### config.mk
export PLATFORM = sky130hd
export DESIGN_NAME = sr_latch_driver_flat
export DESIGN_NICKNAME = d
export VERILOG_FILES = /design/src/rtl/sr_pkg.sv /design/src/rtl/sr_latch_driver_if.sv /design/src/rtl/btn_conditioner.sv /design/src/rtl/sr_latch_driver.sv /design/src/flat_wrapper.sv
export SDC_FILE = /design/constraint.sdc
export NUM_CORES = 1
export LEC_CHECK = 0
export CORE_MARGIN = 2
export CORE_UTILIZATION = 45
export DETAILED_ROUTE_END_ITERATION = 10
export GPL_TIMING_DRIVEN = 0
export SYNTH_ARGS = -nofsm -noshare
export SYNTH_HDL_FRONTEND = slang
export SYNTH_HIERARCHICAL = 1
export SYNTH_SLANG_ARGS = --single-unit
export TNS_END_PERCENT = 100
### constraint.sdc
create_clock -name clk -period 4.5 [get_ports clk]
set_clock_uncertainty 0.1 [all_clocks]
set_input_delay 0.9 -clock clk [delete_from_list [all_inputs] [get_ports clk]]
set_output_delay 0.9 -clock clk [all_outputs]
set_load 0.01 [all_outputs]
### src/rtl/sr_pkg.sv
// Shared types for the SR latch driver.
// FSM state encoding and command select constants.
package sr_pkg;

  typedef enum logic [2:0] {
    IDLE,
    SETUP,
    ENABLE,
    HOLD,
    WAIT_REL
  } state_t;

  localparam logic CMD_SET = 1'b0;
  localparam logic CMD_RST = 1'b1;

endpackage

### src/rtl/sr_latch_driver_if.sv
// Button inputs and latch strobes of the SR latch driver.
// master = driver side, slave = buttons/latch side.
interface sr_latch_driver_if;
  logic set_btn;
  logic rst_btn;
  logic S;
  logic R;
  logic En;
  logic busy;
  logic q_expect;

  modport master (
    input  set_btn,
    input  rst_btn,
    output S,
    output R,
    output En,
    output busy,
    output q_expect
  );

  modport slave (
    output set_btn,
    output rst_btn,
    input  S,
    input  R,
    input  En,
    input  busy,
    input  q_expect
  );
endinterface

### src/rtl/btn_conditioner.sv
// Synchronizer, optional debouncer, level register and press detect.
// Debouncer present only when SR_DRIVER_DEBOUNCE_EN is defined.
module btn_conditioner #(
  parameter int unsigned DEBOUNCE_CYCLES = 16
) (
  input  logic clk,
  input  logic rst_n,
  input  logic btn,
  output logic level,
  output logic press
);

  logic [1:0] sync;
  logic       level_nxt;

  always_ff @(posedge clk or negedge rst_n) begin
    if (!rst_n) begin
      sync <= '0;
    end else begin
      sync <= {sync[0], btn};
    end
  end

`ifdef SR_DRIVER_DEBOUNCE_EN
  localparam int CW = $clog2(DEBOUNCE_CYCLES + 1);
  localparam logic [CW-1:0] CMAX = CW'(DEBOUNCE_CYCLES);

  logic [CW-1:0] cnt;
  logic          diff;

  assign diff = sync[1] ^ level;

  always_ff @(posedge clk or negedge rst_n) begin
    if (!rst_n) begin
      cnt <= '0;
    end else if (!diff || cnt == CMAX) begin
      cnt <= '0;
    end else begin
      cnt <= cnt + 1'b1;
    end
  end

  assign level_nxt = (diff && cnt == CMAX) ? ~level : level;
`else
  assign level_nxt = sync[1];
`endif

  always_ff @(posedge clk or negedge rst_n) begin
    if (!rst_n) begin
      level <= 1'b0;
      press <= 1'b0;
    end else begin
      level <= level_nxt;
      press <= level_nxt & ~level;
    end
  end

endmodule

### src/rtl/sr_latch_driver.sv
// Sequences clean S/R/En strobes for a gated SR latch.
// Build option: SR_DRIVER_DEBOUNCE_EN enables input debouncing.
module sr_latch_driver
  import sr_pkg::*;
#(
  parameter int unsigned DEBOUNCE_CYCLES = 16,
  parameter int unsigned EN_WIDTH        = 2
) (
  input logic                clk,
  input logic                rst_n,
  sr_latch_driver_if.master  bus
);

  localparam logic [7:0] EN_LOAD = 8'(EN_WIDTH - 1);

  logic set_lvl, set_press;
  logic rst_lvl, rst_press;

  btn_conditioner #(.DEBOUNCE_CYCLES(DEBOUNCE_CYCLES)) u_set (
    .clk   (clk),
    .rst_n (rst_n),
    .btn   (bus.set_btn),
    .level (set_lvl),
    .press (set_press)
  );

  btn_conditioner #(.DEBOUNCE_CYCLES(DEBOUNCE_CYCLES)) u_rst (
    .clk   (clk),
    .rst_n (rst_n),
    .btn   (bus.rst_btn),
    .level (rst_lvl),
    .press (rst_press)
  );

  state_t     state, state_nxt;
  logic       cmd, cmd_nxt;
  logic [7:0] cnt, cnt_nxt;
  logic       q, q_nxt;
  logic       s_q, r_q, en_q, busy_q;
  logic       s_nxt, r_nxt, en_nxt, busy_nxt;

  always_ff @(posedge clk or negedge rst_n) begin
    if (!rst_n) begin
      state  <= IDLE;
      cmd    <= CMD_SET;
      cnt    <= '0;
      q      <= 1'b0;
      s_q    <= 1'b0;
      r_q    <= 1'b0;
      en_q   <= 1'b0;
      busy_q <= 1'b0;
    end else begin
      state  <= state_nxt;
      cmd    <= cmd_nxt;
      cnt    <= cnt_nxt;
      q      <= q_nxt;
      s_q    <= s_nxt;
      r_q    <= r_nxt;
      en_q   <= en_nxt;
      busy_q <= busy_nxt;
    end
  end

  // Reset request has priority; requests outside IDLE are dropped.
  always_comb begin
    state_nxt = state;
    cmd_nxt   = cmd;
    cnt_nxt   = cnt;
    q_nxt     = q;
    unique case (state)
      IDLE: begin
        if (rst_press) begin
          state_nxt = SETUP;
          cmd_nxt   = CMD_RST;
        end else if (set_press) begin
          state_nxt = SETUP;
          cmd_nxt   = CMD_SET;
        end
      end
      SETUP: begin
        state_nxt = ENABLE;
        cnt_nxt   = EN_LOAD;
      end
      ENABLE: begin
        if (cnt == 8'd0) begin
          state_nxt = HOLD;
        end else begin
          cnt_nxt = cnt - 8'd1;
        end
      end
      HOLD: begin
        state_nxt = WAIT_REL;
        q_nxt     = (cmd == CMD_SET);
      end
      WAIT_REL: begin
        if (!set_lvl && !rst_lvl) begin
          state_nxt = IDLE;
        end
      end
      default: state_nxt = IDLE;
    endcase
  end

  // Strobes are registered from the next state, so En and S/R
  // never change on the same edge.
  always_comb begin
    logic act;
    act      = (state_nxt == SETUP) ||
               (state_nxt == ENABLE) ||
               (state_nxt == HOLD);
    s_nxt    = act && (cmd_nxt == CMD_SET);
    r_nxt    = act && (cmd_nxt == CMD_RST);
    en_nxt   = (state_nxt == ENABLE);
    busy_nxt = (state_nxt != IDLE);
  end

  assign bus.S        = s_q;
  assign bus.R        = r_q;
  assign bus.En       = en_q;
  assign bus.busy     = busy_q;
  assign bus.q_expect = q;

endmodule

### src/flat_wrapper.sv
// flat-port wrapper written by rule: the top's interface ports become plain ports
module sr_latch_driver_flat import sr_pkg::*;
#(
  parameter int unsigned DEBOUNCE_CYCLES = 16,
  parameter int unsigned EN_WIDTH        = 2
)
  (clk, rst_n, bus_set_btn, bus_rst_btn, bus_S, bus_R, bus_En, bus_busy, bus_q_expect);
  sr_latch_driver_if bus_i ();
  input logic clk;
  input logic rst_n;
  input wire logic [$bits(bus_i.set_btn)-1:0] bus_set_btn;
  input wire logic [$bits(bus_i.rst_btn)-1:0] bus_rst_btn;
  output wire logic [$bits(bus_i.S)-1:0] bus_S;
  output wire logic [$bits(bus_i.R)-1:0] bus_R;
  output wire logic [$bits(bus_i.En)-1:0] bus_En;
  output wire logic [$bits(bus_i.busy)-1:0] bus_busy;
  output wire logic [$bits(bus_i.q_expect)-1:0] bus_q_expect;
  assign bus_i.set_btn = bus_set_btn;
  assign bus_i.rst_btn = bus_rst_btn;
  assign bus_S = bus_i.S;
  assign bus_R = bus_i.R;
  assign bus_En = bus_i.En;
  assign bus_busy = bus_i.busy;
  assign bus_q_expect = bus_i.q_expect;
  sr_latch_driver #(.DEBOUNCE_CYCLES(DEBOUNCE_CYCLES), .EN_WIDTH(EN_WIDTH)) u_core (.clk(clk), .rst_n(rst_n), .bus(bus_i));
endmodule
==> results_dict.tcl <==
set metrics [dict create \
    status "finished, final reports clean" \
    row_count 18 \
    critPathArrivalTime_ns 1.23 \
    cts_setup_buffers 0 \
    p_leak_nw 0.568 \
    cts_buffer_depth 2 \
    drive_gt1_frac 0.111 \
    tightest_slew_ns 1.08 \
    start_util 0.469 \
    syn_inst 105 \
    path_max_fanout 2 \
    boundaryPins 9 \
    antenna_found_initial 0 \
    finalHoldViolations 0 \
    setup_viol 0 \
    synth_top_family_by_area "simple AND/OR/NAND/NOR gates" \
    die_h_um 54.6 \
    drt_iter0_drc 22 \
    muxShareOfSynthArea 0.00870 \
    numCtsBuffers 3 \
    synth_cell_types 41 \
    cts_tree "built" \
    crit_path_start_kind "flop" \
    ys_ff_latch 25 \
    drtPass1Iterations 4 \
    grt_overflow_total 0 \
    rsz0062_at_grt "false" \
    syn_area_um2 1150 \
    synth_async_sr_flop_share 1.00 \
    min_path_type "reg2reg" \
    synth_area_leaders "dfrtp_1 (54%), nor2_1 (3.3%), a21oi_1 (2.6%)" \
    drc 0 \
    crit_type "reg2out" \
    cts_resized 0 \
    synth_top_area_cell "dfrtp_1" \
    synthXorXnorAreaFrac 0.00761 \
    yosysSeqAreaShare 0.543 \
    syn2layout_area_growth_pct 12.8 \
    crit_chain "clkdlybuf4s50_1" \
    cap_violations 0 \
    clock_sinks 25 \
    vias 850 \
    period_needed_ns 2.23 \
    finalPower_uw 902 \
    crit_path_max_incr_delay_ns 0.53 \
    nFillCells 233 \
    dpl.cell_count 143 \
    grt_usage 0.180 \
    critPathTopFamily "buffers and inverters" \
    cp-end-kind "output pin" \
    synth_ff_type "dfrtp_1" \
    synthAdderAreaFrac 0.0217 \
    insertion_delay_ns 0.33 \
    slew_headroom 0.277 \
    grt_pass1_vias 812 \
    min_period_over_period 0.496 \
    whs_ns 0.270 \
    synth-compound-area-share 0.177 \
    hpwl_um 1450 \
    path_clk_slew_ns 0.14 \
    synth_edf_count 0 \
    netlist.area_leader.share 0.543 \
    clockRootBuffer "clkbuf_4" \
    maxSlewViolCount 0 \
    fin_cells 147 \
    synth_nets 111 \
    core-area_um2 2450 \
    grt_max_degree 26 \
    synth_commonest_cells "dfrtp_1 (25), nor2_1 (10), a21oi_1 (6), o21ai_0 (6), clkbuf_1 (5)" \
    wirelength_um 2130 \
    crit_buf_inv 1 \
    die_area_um2 2980 \
    max_freq_mhz 448 \
    nets 124 \
    grt_pass1_wl_um 3740 \
    p_per_area_nw_per_um2 694 \
    hold_buffers 0 \
    ir_drop_mv 0.346 \
    ctsHtreeMaxLevel 1 \
    die_w_um 54.6 \
    viasPerCell 5.78 \
    portBuffers 8 \
    ys_warn_count 6 \
    insertedDiodeCount 0 \
    ant_nets 0 \
    crit_slowest_cell "clkdlybuf4s50_1" \
    syn_avg_cell_area_um2 11.0 \
    crit_required_ns 3.50 \
    synthSimpleGateAreaFrac 0.208 \
    place_congestion 0.721 \
    routedWlPerCell_um 14.5 \
    finalSetupTns_ns 0 \
    yosys.cell_count.top_type "dfrtp_1" \
]
[cell usage in the layout (no fill, tap or decap), types with 2 or more instances in the layout]
master           instances
dfrtp_1                 25
nor2_1                  10
clkdlybuf4s50_1          8
o21ai_0                  6
a21oi_1                  6
clkbuf_1                 5
inv_1                    4
nand2_1                  4
o211ai_1                 4
clkbuf_4                 3
or3b_2                   3
nor3b_1                  3
or4_1                    2
nor2b_1                  2
ha_1                     2
nor2b_4                  2
[layout make-up]
| class | count | area (um2) | share of cell area |
|---|---|---|---|
| buffer | 6 | 23.8 | 0.0183 |
| clock buffer | 3 | 22.5 | 0.0173 |
| clock inverter | 1 | 7.51 | 0.00578 |
| inverter | 4 | 15.0 | 0.0116 |
| multi-input combinational | 70 | 487 | 0.375 |
| sequential | 25 | 626 | 0.482 |
| tap | 30 | 37.5 | 0.0289 |
| timing repair buffer | 8 | 80.1 | 0.0617 |
[kinds of logic after synthesis]
| group | Yosys count |
|---|---|
| adders and majority gates | 2 |
| AOI/OAI and AO/OA | 29 |
| buffers and inverters | 10 |
| muxes | 1 |
| DFF | 25 |
| xor gates and xnor gates | 1 |
| and+or+nand+nor | 37 |
[worst paths after layout]
kind	from	endpoint	slack [ns]	cells after the start
worst max-delay path	u_core/bus.q_expect	bus_q_expect	2.27	1
worst min-delay path	u_core/u_rst/sync[0]	u_core/u_rst/sync[1]	0.27	0
worst max register to register	u_core/cnt[1]	u_core/cnt[1]	2.39	6
worst min register to register	u_core/u_rst/sync[0]	u_core/u_rst/sync[1]	0.27	0
max in group asynchronous	rst_n	u_core/cnt[0]	2.61	1
min in group asynchronous	rst_n	u_core/bus.S	1.04	1
[worst reg2reg max path: stages (launching register included)]
cell,delay (ns)
dfrtp_1,0.43
inv_1,0.12
ha_1,0.21
or3b_2,0.44
clkbuf_1,0.20
o211a_1,0.25
a211o_1,0.26
[power by group]
part           switching, mW  leakage [nW]  internal [mW]
Sequential            0.0625         0.313          0.298
Clock                 0.0697        0.0139         0.0341
Combinational          0.240         0.241          0.197
Total                  0.372         0.568          0.530
[layer usage]
layer | track usage | share of wire | routed length [um] | up-vias
met4 | 0.100 | 0.016 | 34 | 0
met5 | 0 | 0 | 0 | -
li1 | - | - | - | 407
met2 | 0.259 | 0.45 | 959 | 13
met3 | 0.0328 | 0.030 | 63 | 4
met1 | 0.256 | 0.50 | 1080 | 426
[registers in the layout (all words and copies together), names as in the netlist]
signal and flops:
u_core/state 3, u_core/cmd 1, u_core/u_set/sync 2, u_core/u_set/press 1, u_core/bus.R 1, u_core/bus.q_expect 1
u_core/bus.En 1, u_core/u_set/level 1, u_core/u_rst/press 1, u_core/cnt 8, u_core/bus.busy 1, u_core/bus.S 1
u_core/u_rst/level 1, u_core/u_rst/sync 2
[through the flow]
step                      instance area [um2]  utilization  worst slack, ns
after floorplan                          1150            -             2.62
after global placement                   1270        0.517             2.17
final                                    1300        0.529             2.27
after detailed placement                 1270        0.517             2.14
after CTS                                1300        0.529             2.25
after global routing                     1300        0.529             2.21
(Power assumes the default switching activity.)
